### src/rtl/param_load_counter.sv
// Up/down modulo counter whose value is read back over a shared byte bus and
// which can be reloaded from that bus, LSB beat first, after one turnaround cycle.
//
// state   | meaning
// DRIVE   | counting (when enabled); bus drives the lane_sel byte of count
// RELEASE | single turnaround cycle, bus released, count held
// CAPTURE | bus_in sampled into staging beat beat_q; last beat loads count
module param_load_counter #(
  parameter int unsigned WIDTH         = 16,
  parameter int unsigned BUS_W         = 8,
  parameter int unsigned MODULO        = 0,
  parameter bit          DEFAULT_EN    = 1'b1,
  parameter bit          DEFAULT_DRIVE = 1'b1,
  localparam int         NBEATS        = int'((WIDTH + BUS_W - 1) / BUS_W),
  localparam int         LW            = (NBEATS > 1) ? $clog2(NBEATS) : 1
) (
  input  logic              clk,
  input  logic              rst_n,
  input  logic [3:0]        ctrl_in,
  input  logic [LW-1:0]     lane_sel,
  input  logic [BUS_W-1:0]  bus_in,
  output logic [BUS_W-1:0]  bus_out,
  output logic [BUS_W-1:0]  bus_oe,
  output logic [WIDTH-1:0]  count_out,
  output logic              tc,
  output logic              busy
);

  typedef enum logic [1:0] {DRIVE, RELEASE, CAPTURE} state_t;
  typedef logic [WIDTH-1:0]        cnt_t;
  typedef logic [WIDTH:0]          cnt_ext_t;
  typedef logic [NBEATS*BUS_W-1:0] stage_t;
  typedef logic [LW-1:0]           lane_t;

  // MODULO of 0 selects the natural 2^WIDTH wrap.
  localparam cnt_ext_t MOD_EFF = (MODULO == 0) ? (cnt_ext_t'(1) << WIDTH)
                                               : cnt_ext_t'(MODULO);
  localparam cnt_t     MAX_CNT = cnt_t'(MOD_EFF - cnt_ext_t'(1));

  logic [3:0] ctrl_q;
  logic       load_qq;
  lane_t      lane_q;
  state_t     state_q, state_d;
  lane_t      beat_q, beat_d;
  stage_t     staging_q, staging_d;
  cnt_t       count_q, count_d;
  logic       tc_q, tc_d;

  logic   en, oe, dir, load_pulse;
  stage_t count_pad;

  assign en         = DEFAULT_EN | ctrl_q[0];
  assign oe         = DEFAULT_DRIVE | ctrl_q[2];
  assign dir        = ctrl_q[3];
  assign load_pulse = ctrl_q[1] & ~load_qq;

  always_comb begin
    state_d   = state_q;
    beat_d    = beat_q;
    staging_d = staging_q;
    count_d   = count_q;
    tc_d      = 1'b0;
    unique case (state_q)
      DRIVE: begin
        if (load_pulse) state_d = RELEASE;
        if (en) begin
          if (!dir) begin
            if (count_q >= MAX_CNT) begin
              count_d = '0;
              tc_d    = 1'b1;
            end else begin
              count_d = count_q + cnt_t'(1);
            end
          end else begin
            // An out-of-range loaded value snaps to the top without a wrap pulse.
            if (count_q == '0) begin
              count_d = MAX_CNT;
              tc_d    = 1'b1;
            end else if (count_q > MAX_CNT) begin
              count_d = MAX_CNT;
            end else begin
              count_d = count_q - cnt_t'(1);
            end
          end
        end
      end
      RELEASE: begin
        state_d = CAPTURE;
        beat_d  = '0;
      end
      CAPTURE: begin
        for (int b = 0; b < NBEATS; b++) begin
          if (int'(beat_q) == b) staging_d[b*BUS_W +: BUS_W] = bus_in;
        end
        if (int'(beat_q) == NBEATS - 1) begin
          state_d = DRIVE;
          count_d = cnt_t'(staging_d);
        end else begin
          beat_d = beat_q + lane_t'(1);
        end
      end
      default: state_d = DRIVE;
    endcase
  end

  always_ff @(posedge clk or negedge rst_n) begin
    if (!rst_n) begin
      ctrl_q    <= '0;
      load_qq   <= 1'b0;
      lane_q    <= '0;
      state_q   <= DRIVE;
      beat_q    <= '0;
      staging_q <= '0;
      count_q   <= '0;
      tc_q      <= 1'b0;
    end else begin
      ctrl_q    <= ctrl_in;
      load_qq   <= ctrl_q[1];
      lane_q    <= lane_sel;
      state_q   <= state_d;
      beat_q    <= beat_d;
      staging_q <= staging_d;
      count_q   <= count_d;
      tc_q      <= tc_d;
    end
  end

  // Lanes past the top of count read as zero.
  assign count_pad = stage_t'(count_q);

  always_comb begin
    bus_out = '0;
    for (int b = 0; b < NBEATS; b++) begin
      if (int'(lane_q) == b) bus_out = count_pad[b*BUS_W +: BUS_W];
    end
  end

  assign bus_oe    = {BUS_W{(state_q == DRIVE) & oe}};
  assign count_out = count_q;
  assign tc        = tc_q;
  assign busy      = (state_q != DRIVE);

endmodule

### config.mk
export PLATFORM = sky130hd
export DESIGN_NAME = param_load_counter
export DESIGN_NICKNAME = d
export VERILOG_FILES = /design/src/rtl/param_load_counter.sv
export SDC_FILE = /design/constraint.sdc
export NUM_CORES = 1
export LEC_CHECK = 0
export CAP_MARGIN = 20
export CORE_AREA = 5 5 89 91
export CTS_CLUSTER_DIAMETER = 150
export DETAILED_ROUTE_END_ITERATION = 7
export DIE_AREA = 0 0 94 96
export HOLD_SLACK_MARGIN = 0.02
export PLACE_DENSITY = 0.61
export SETUP_SLACK_MARGIN = 0.5
export SKIP_LAST_GASP = 1
export SLEW_MARGIN = 40
export SYNTH_ARGS = -nofsm -noshare
export SYNTH_HDL_FRONTEND = slang
export SYNTH_SLANG_ARGS = --single-unit
### constraint.sdc
create_clock -name clk -period 2.57 [get_ports clk]
set_clock_uncertainty 0.15 [all_clocks]
set_input_delay 0.771 -clock clk [delete_from_list [all_inputs] [get_ports clk]]
set_output_delay 0.771 -clock clk [all_outputs]
set_load 0.005 [all_outputs]
==> results of run 1 <==
final timing paths:
path	from	slack [ps]	end	cells after the start
max reg2reg	count_out[7]	370	count_out[13]	6
min	ctrl_q[1]	230	load_qq	0
min in group asynchronous	rst_n	750	staging_q[2]	2
max	count_out[7]	370	count_out[13]	6
min reg2reg	ctrl_q[1]	230	load_qq	0
max in group asynchronous	rst_n	1200	count_out[11]	2
report_power, final:
group | switching [mW] | total, mW | leakage [nW] | internal, mW
combinational | 1.58 | 3.15 | 1.08 | 1.57
clock | 0.193 | 0.437 | 0.0515 | 0.245
sequential | 0.226 | 0.963 | 0.365 | 0.736
total | 2.00 | 4.55 | 1.50 | 2.55
cells in the mapped netlist (6+ instances only):
cell type,n,area (sq um)
ha_1,6,75.1
a21oi_1,14,70.1
buf_4,8,60.1
o22ai_1,8,50.1
nor2_1,18,67.6
xnor2_1,8,70.1
o21ai_0,18,90.1
nand3_1,13,65.1
clkbuf_1,17,63.8
mux2_2,9,101
nor3_1,9,45.0
nand2_1,47,176
dfrtp_1,32,801
inv_1,6,22.5
a31oi_1,8,50.1
area by class of cell:
class                           instances  area share
Timing Repair Buffer                  105       0.264
Multi-Input combinational cell        224       0.447
Tap cell                               99      0.0335
Inverter                                6     0.00745
Clock buffer                            8      0.0271
Sequential cell                        32       0.221
metrics by stage:
| step | total power, mW | hold WS, ps | utilization |
|---|---|---|---|
| floorplan | 2.36 | 205 | - |
| global placement | 3.28 | 218 | 0.419 |
| detailed placement | 3.31 | 222 | 0.419 |
| CTS | 4.09 | 238 | 0.479 |
| global route | 4.85 | 264 | 0.524 |
| finish | 4.55 | 233 | 0.524 |
registers in the layout (all words and copies together), names as in the netlist:
signal / flops
ctrl_q: 2
count_out: 16
state_q: 2
beat_q: 1
tc: 1
lane_q: 1
load_qq: 1
staging_q: 8
routing by layer:
metal  track usage  up-vias  wire (um)
li1              -     1228          -
met1         0.261     1267       3640
met2         0.316      140       4050
met3        0.0352       25        732
met4        0.0650        0        267
met5             0        -          0
what timing repair did:
action	4_1_cts	5_1_grt
setup buffers	32	7
hold buffers	0	0
cloned	0	1
pin swaps	4	15
endpoints found under the setup margin	49	37
gates resized for setup	131	58
worst reg2reg max path, cell delays in order (launching register included):
cell,delay [ps]
dfrtp_1,380
buf_6,130
nand4_4,110
or4_4,550
or4_1,420
a211o_1,320
o221ai_2,60
cell families (layout without fill, tap and decap cells):
family	Yosys count	count (layout)
DFF	32	32
buffers and inverters	38	119
adders and majority gates	6	6
AOI/OAI and AO/OA	79	79
and+or+nand+nor	116	117
muxes	10	10
xor gates and xnor gates	12	12
==> results.md, run 1 <==
* Layout area overhead at 55.4%
* Slew HR at 0.632
* Finish-stage setup viols at 0
* Clock transition at path regs at 70 ps
* Maximum clock rate at 0.454 GHz
* Vias after detailed routing at 2660
* Critical path required time at 2620 ps
* Largest net degree at the start of global routing at 33
* RSZ-0062 raised after global routing: true
* Routed Antenna Nets at 0
* Top FF cell, synth: dfrtp_1
* Fin crit share at 0.857
* Seq/Total Area, Yosys at 0.337
* H-tree levels at 2
* Max-cap viol count at 0
* Final Instance Area at 3700 sq um
* Clk_lat worst skew at 290 ps
* Top delay family on crit path: simple AND/OR/NAND/NOR gates
* Slew Limit Fails at 0
* CP peak stage delay at 550 ps
* Synth Instances at 293
* Pwr Density at 1230 nW/um^2
* Clk sinks at 32
* GPL Wtd Cong at 0.936
* Root buffer cell: clkbuf_8
* TritonCTS clock tree: yes
* Crit path DAT at 2250 ps
* Status: finished clean
* DRT Pass-1 Iters at 5
* Worst hold path type: flop to flop
* Critical Path Fanout Max at 2
* Storage cell area at 817 sq um
* DR WL/cell at 18.3 um
* PortBufs at 46
* Simple-gate share of the synthesized area at 0.238
* First-pass GRT wire length at 13.6 mm
* Largest family of logic cells by synthesized area: simple AND/OR/NAND/NOR gates
* Post-synthesis compound-gate area fraction at 0.218
* Worst Max-Slew Pin Slew at 553 ps
* Syn avg cell area at 8.12 sq um
* Most frequent cells in the layout: 45 x nand2_1, 38 x buf_4, 29 x buf_6
* Initial Util at 0.337
* Minimum clock period at 2200 ps
* Post-synthesis mux area share at 0.0468
* Number of synthesized register bits at 32
* Post-DP Area at 2960 sq um
* Number of flops mapped to enable cells by yosys at 0
* VDD IR max at 0.472 mV
* Buffers and inverters on the worst path at 1
* Non-Filler Instances at 474
* Initial antenna violation count at 0
* Critical path's slowest cell: or4_4
* Most common cell after layout, fill and taps aside: nand2_1
* Die Area at 9020 sq um
* CP endpoint kind: flop
* Worst path cell trace: buf_6 -> nand4_4 -> or4_4 -> or4_1 -> a211o_1 -> o221ai_2
* HPWL Detailed at 5.56 mm
* Fraction of layout cells with a size suffix above 1 at 0.400
* Syn nets at 314
* # DRC at 0
* Final Hold Viols at 0
* Die Y-Extent at 96 um
* CTS buffer count at 5
* XOR/XNOR Fraction of Synth Area at 0.0442
* Count of different cell masters after synthesis at 50
* # rows at 31
* All-Layer GR Usage at 0.194
* Final WS setup at 367 ps
* Footprint of the multi-input gates at 1650 sq um
* Bufs on Longest Clock Path at 2
* Vias per inst at 5.61
* Die W at 94 um
* # diodes at 0
* Static Leak at 1.50 nW
* Fin nets at 395
* Adder-Cell Fraction of Synth Area at 0.0316
* Critical path class: flop to flop
* Placed cells at 426
* Ys async rst share at 1.00
* IO Count at 49
* DRT Wirelength at 8.68 mm
* Number of global-route vias before repair at 2570
* DR iter-0 viols at 358
* Layout fillers at 689
* CORE AREA at 7060 sq um
* GRT overflow at 0
* Mapped Area at 2380 sq um
* Sum of negative setup slack at 0 ps
* Ys Warns at 0
* CP Launch Type: flop
* Dpl ws at 272 ps
Power figures use the tool's default switching activity.
==> inputs of run 2 (changes only) <==
Settings changed: GPL_ROUTABILITY_DRIVEN set to 0, PLACE_DENSITY 0.61 to 0.62.
==> run 2 against run 1 <==
Compared with the run above:
- setup slack worse by 85 ps
- core utilization is 4.6 points higher
- combinational power is 16% higher
- cell count is 5.7% higher
- flip-flop and latch count stayed put
- clock power is 15% higher
- wire length is 15% higher
- register-to-register slack worse by 90 ps
- first-iteration DRC count is 46% higher
- critical path depth is 2 higher
- via count is 12% higher
- count of clock-buffer cells in the layout is 2 lower
- critical endpoint is now count_out[10]
- largest cell class unchanged
- largest power group unchanged
- highest routed layer unchanged
==> results.md, run 2 (same netlist as run 1, synthesis figures left out) <==
* Status: finished clean
* Max-cap viol count at 0
* Initial Util at 0.337
* CP Launch Type: flop
* RSZ-0062 raised after global routing: true
* Comb pwr share at 0.715
* Vias per inst at 5.95
* Most frequent cells in the layout: 61 x buf_4, 43 x nand2_1, 34 x buf_6
* DRT Pass-1 Iters at 6
* PortBufs at 46
* Minimum clock period at 2290 ps
* Slew Limit Fails at 0
* Switch Pwr at 2.25 mW
* Slew HR at 0.606
* Critical Path Fanout Max at 3
* Final core area utilization at 0.570
* Layout fillers at 609
* Largest net degree at the start of global routing at 33
* First-pass GRT wire length at 14.0 mm
* GRT overflow at 0
* Fraction of layout cells with a size suffix above 1 at 0.478
* Die Y-Extent at 96 um
* Post-DP Area at 2940 sq um
* CTS Hold Buffers Added at 0
* Most common cell after layout, fill and taps aside: buf_4
* IO Count at 49
* Worst hold path type: flop to flop
* HPWL Detailed at 5.59 mm
* Clock network power share at 0.098
* Seq pwr share at 0.187
* Die Area at 9020 sq um
* # rows at 31
* Layout area overhead at 69.2%
* Static Leak at 1.69 nW
* Finish-stage setup viols at 0
* CORE AREA at 7060 sq um
* Critical path required time at 2630 ps
* H-tree levels at 2
* CP endpoint kind: flop
* # diodes at 0
* Final Instance Area at 4020 sq um
* Bufs on Longest Clock Path at 2
* Clk_lat worst skew at 300 ps
* Number of global-route vias before repair at 2668
* VDD IR max at 0.354 mV
* Worst Max-Slew Pin Slew at 592 ps
* Pwr Density at 1270 nW/um^2
* Routed Antenna Nets at 0
* Root buffer cell: clkbuf_8
* Fin nets at 422
* Worst hold margin at 240 ps
* TritonCTS clock tree: yes
* Crit path DAT at 2340 ps
* Vias after detailed routing at 2979
* CTS buffer count at 5
* Final Hold Viols at 0
* Max reg flops at 16
* DRT Wirelength at 10.0 mm
* Initial antenna violation count at 0
* Clock transition at path regs at 70 ps
* Fin crit share at 0.890
* Switching share of power at 0.440
* Power Internal at 2.86 mW
* # DRC at 0
* Clk sinks at 32
* DR iter-0 viols at 521
* Maximum clock rate at 0.437 GHz
* Die W at 94 um
* All-Layer GR Usage at 0.201
* DR WL/cell at 20.0 um
* Sum of negative setup slack at 0 ps
* Critical path class: flop to flop
[run 2: layer usage]
metal | vias to the layer above | GRT usage | wire [um] | part of all wire
li1 | 1280 | - | - | -
met1 | 1404 | 0.260 | 3870 | 0.39
met2 | 226 | 0.320 | 4680 | 0.47
met3 | 69 | 0.0524 | 940 | 0.094
met4 | 0 | 0.0782 | 520 | 0.052
met5 | - | 0 | 0 | 0
[run 2: worst paths after layout]
check                      cells after the start            end  slack [ps]         start
min                                            0        load_qq         240     ctrl_q[1]
max reg2reg                                    8  count_out[10]         280  count_out[1]
min reg2reg                                    0        load_qq         240     ctrl_q[1]
max in group asynchronous                      2   count_out[0]        1200         rst_n
max                                            8  count_out[10]         280  count_out[1]
min in group asynchronous                      2         lane_q         740         rst_n
[run 2: final cells by class]
| class | instances | area, sq um | area share |
|---|---|---|---|
| clock buffers | 6 | 72.6 | 0.0180 |
| clock inverters | 2 | 35.0 | 0.00871 |
| multi-input cells | 224 | 1740 | 0.433 |
| well taps | 99 | 124 | 0.0308 |
| repair buffers | 132 | 1200 | 0.298 |
| flip-flops and latches | 32 | 818 | 0.203 |
| inverters | 6 | 30.0 | 0.00746 |
[run 2: stage by stage]
stage / setup WS (ps) / power (mW) / instances
after floorplan: 459 / 2.36 / 293
after global placement: 264 / 3.27 / 424
after detailed placement: 222 / 3.31 / 424
after CTS: 368 / 4.28 / 475
after global routing: 213 / 5.37 / 501
final: 282 / 5.11 / 501
[run 2: worst max-delay path, cell delays in order (launching register included)]
cell     delay [ps]
dfrtp_2         410
buf_4           150
inv_4            70
ha_4            140
or4b_4          500
nor3_4          150
nand2_1         110
a311o_1         330
a31oi_1         190
[run 2: what timing repair did]
item	CTS	global route
setup endpoints to repair	50	36
buffers inserted	42	26
gates cloned	1	0
gates resized for setup	146	77
pin swaps	8	22
[run 2: power by group through the flow]
stage	clock network, mW	registers, mW	logic [mW]
detailed placement	0	1.05	2.27
floorplan	0	0.906	1.45
CTS	0.500	0.944	2.84
global route	0.527	0.979	3.86
global placement	0	1.04	2.23
finish	0.501	0.957	3.65
==> inputs of run 3 (changes only) <==
Settings changed: SKIP_CTS_REPAIR_TIMING set to 1.
==> run 3 against run 2 <==
Compared with the run above:
- setup slack worse by 72 ps
- critical endpoint unchanged
- hold slack better by 1.1 ps
- final area down 6.2%
- critical path depth down 3
- non-clock buffer count down 13
- core utilization down 3.6 points
- wire length down 9.0%
- cell count down 2.6%
- largest power group unchanged
- sequential share of layout area up 1.4 points
- combinational power down 12%
==> results.md, run 3 (same netlist as run 1, synthesis figures left out) <==
* Status: finished clean
* Fraction of layout cells with a size suffix above 1 at 0.398
* Static Leak at 1.68 nW
* Placed cells at 424
* Max-cap viol count at 0
* Clk sinks at 32
* Final WS setup at 210 ps
* IO Count at 49
* Bufs on Longest Clock Path at 2
* VDD IR max at 0.404 mV
* # DRC at 0
* CORE AREA at 7060 sq um
* Worst path cell trace: nor3_1 -> nand3_2 -> or2_0 -> a311o_1 -> a31oi_1
* Critical Path Fanout Max at 7
* Footprint of the multi-input gates at 1570 sq um
* H-tree levels at 2
* Crit path DAT at 2420 ps
* Top delay family on crit path: simple AND/OR/NAND/NOR gates
* Max reg flops at 16
* HPWL Detailed at 5.59 mm
* Fin nets at 409
* GRT overflow at 0
* Number of global-route vias before repair at 2329
* Layout area overhead at 58.6%
* Final Hold Viols at 0
* Most frequent cells in the layout: 54 x buf_4, 46 x nand2_1, 25 x buf_6
* Layout fillers at 656
* Die W at 94 um
* Minimum clock period at 2360 ps
* Critical path's slowest cell: dfrtp_2
* Slew HR at 0.635
* Finish-stage setup viols at 0
* DRT Pass-1 Iters at 8
* Worst hold path type: flop to flop
* Fin crit share at 0.918
* First-pass GRT wire length at 12.3 mm
* Critical path class: flop to flop
* Die Y-Extent at 96 um
* DR iter-0 viols at 516
* DRT Wirelength at 9.11 mm
* Clock transition at path regs at 70 ps
* # rows at 31
* RSZ-0062 raised after global routing: true
* Initial antenna violation count at 0
* PortBufs at 46
* Root buffer cell: clkbuf_8
* Initial Util at 0.337
* # diodes at 0
* CTS buffer count at 5
* All-Layer GR Usage at 0.177
* DR WL/cell at 18.7 um
* Worst Max-Slew Pin Slew at 547 ps
* Routed Antenna Nets at 0
* Non-Filler Instances at 488
* Tot Pwr at 4.69 mW
* CP Launch Type: flop
* Maximum clock rate at 0.424 GHz
* Vias per inst at 5.76
* Clk_lat worst skew at 300 ps
* CP endpoint kind: flop
* CP peak stage delay at 470 ps
* Die Area at 9020 sq um
* Slew Limit Fails at 0
* Storage cell area at 818 sq um
* Largest net degree at the start of global routing at 33
* Buffers and inverters on the worst path at 0
* Pwr Density at 1240 nW/um^2
* Dpl ws at 222 ps
* Critical path required time at 2630 ps
* TritonCTS clock tree: yes
* Most common cell after layout, fill and taps aside: buf_4
* Vias after detailed routing at 2813
## run 3: changes by cell type in the layout (fill, tap and decap cells not counted), moves of 4 or more
| cell | before | now |
|---|---|---|
| a21oi_1 | 10 | 14 |
| a21oi_2 | 4 | 0 |
| buf_4 | 61 | 54 |
| buf_6 | 34 | 25 |
| dlygate4sd2_1 | 13 | 0 |
| dlymetal6s2s_1 | 0 | 18 |
## run 3: per-layer routing
metal	track usage	wire length, um	up-vias	part of all wire
met1	0.241	3710	1325	0.41
met3	0.0446	864	34	0.095
met2	0.283	4300	206	0.47
met5	0	0	-	0
met4	0.0421	231	0	0.025
li1	-	-	1248	-
## run 3: where the power goes
group          internal, mW  switching, mW
Clock                 0.288          0.203
Combinational          1.66           1.53
Sequential            0.737          0.265
## run 3: through the flow
| step | hold WS, ps | TNS (ps) | util | cell area [sq um] |
|---|---|---|---|---|
| floorplan | 205 | 0 | - | 2400 |
| global placement | 217 | 0 | 0.417 | 2940 |
| detailed placement | 222 | 0 | 0.417 | 2940 |
| CTS | 238 | -820 | 0.432 | 3050 |
| global route | 265 | 0 | 0.534 | 3770 |
| finish | 241 | 0 | 0.534 | 3770 |
## run 3: layout make-up
class	count	area share
multi-input combinational	224	0.416
sequential	32	0.217
tap	99	0.0328
inverter	6	0.00663
timing repair buffer	119	0.299
clock buffer	6	0.0192
clock inverter	2	0.00929
## run 3: final timing paths
| check | slack, ps | cells after the start | end | from |
|---|---|---|---|---|
| setup / recovery | 210 | 5 | count_out[10] | count_out[3] |
| hold / removal | 240 | 0 | load_qq | ctrl_q[1] |
| setup reg to reg | 210 | 5 | count_out[10] | count_out[3] |
| hold reg to reg | 240 | 0 | load_qq | ctrl_q[1] |
| max in group asynchronous | 1210 | 2 | count_out[2] | rst_n |
| min in group asynchronous | 740 | 2 | count_out[13] | rst_n |
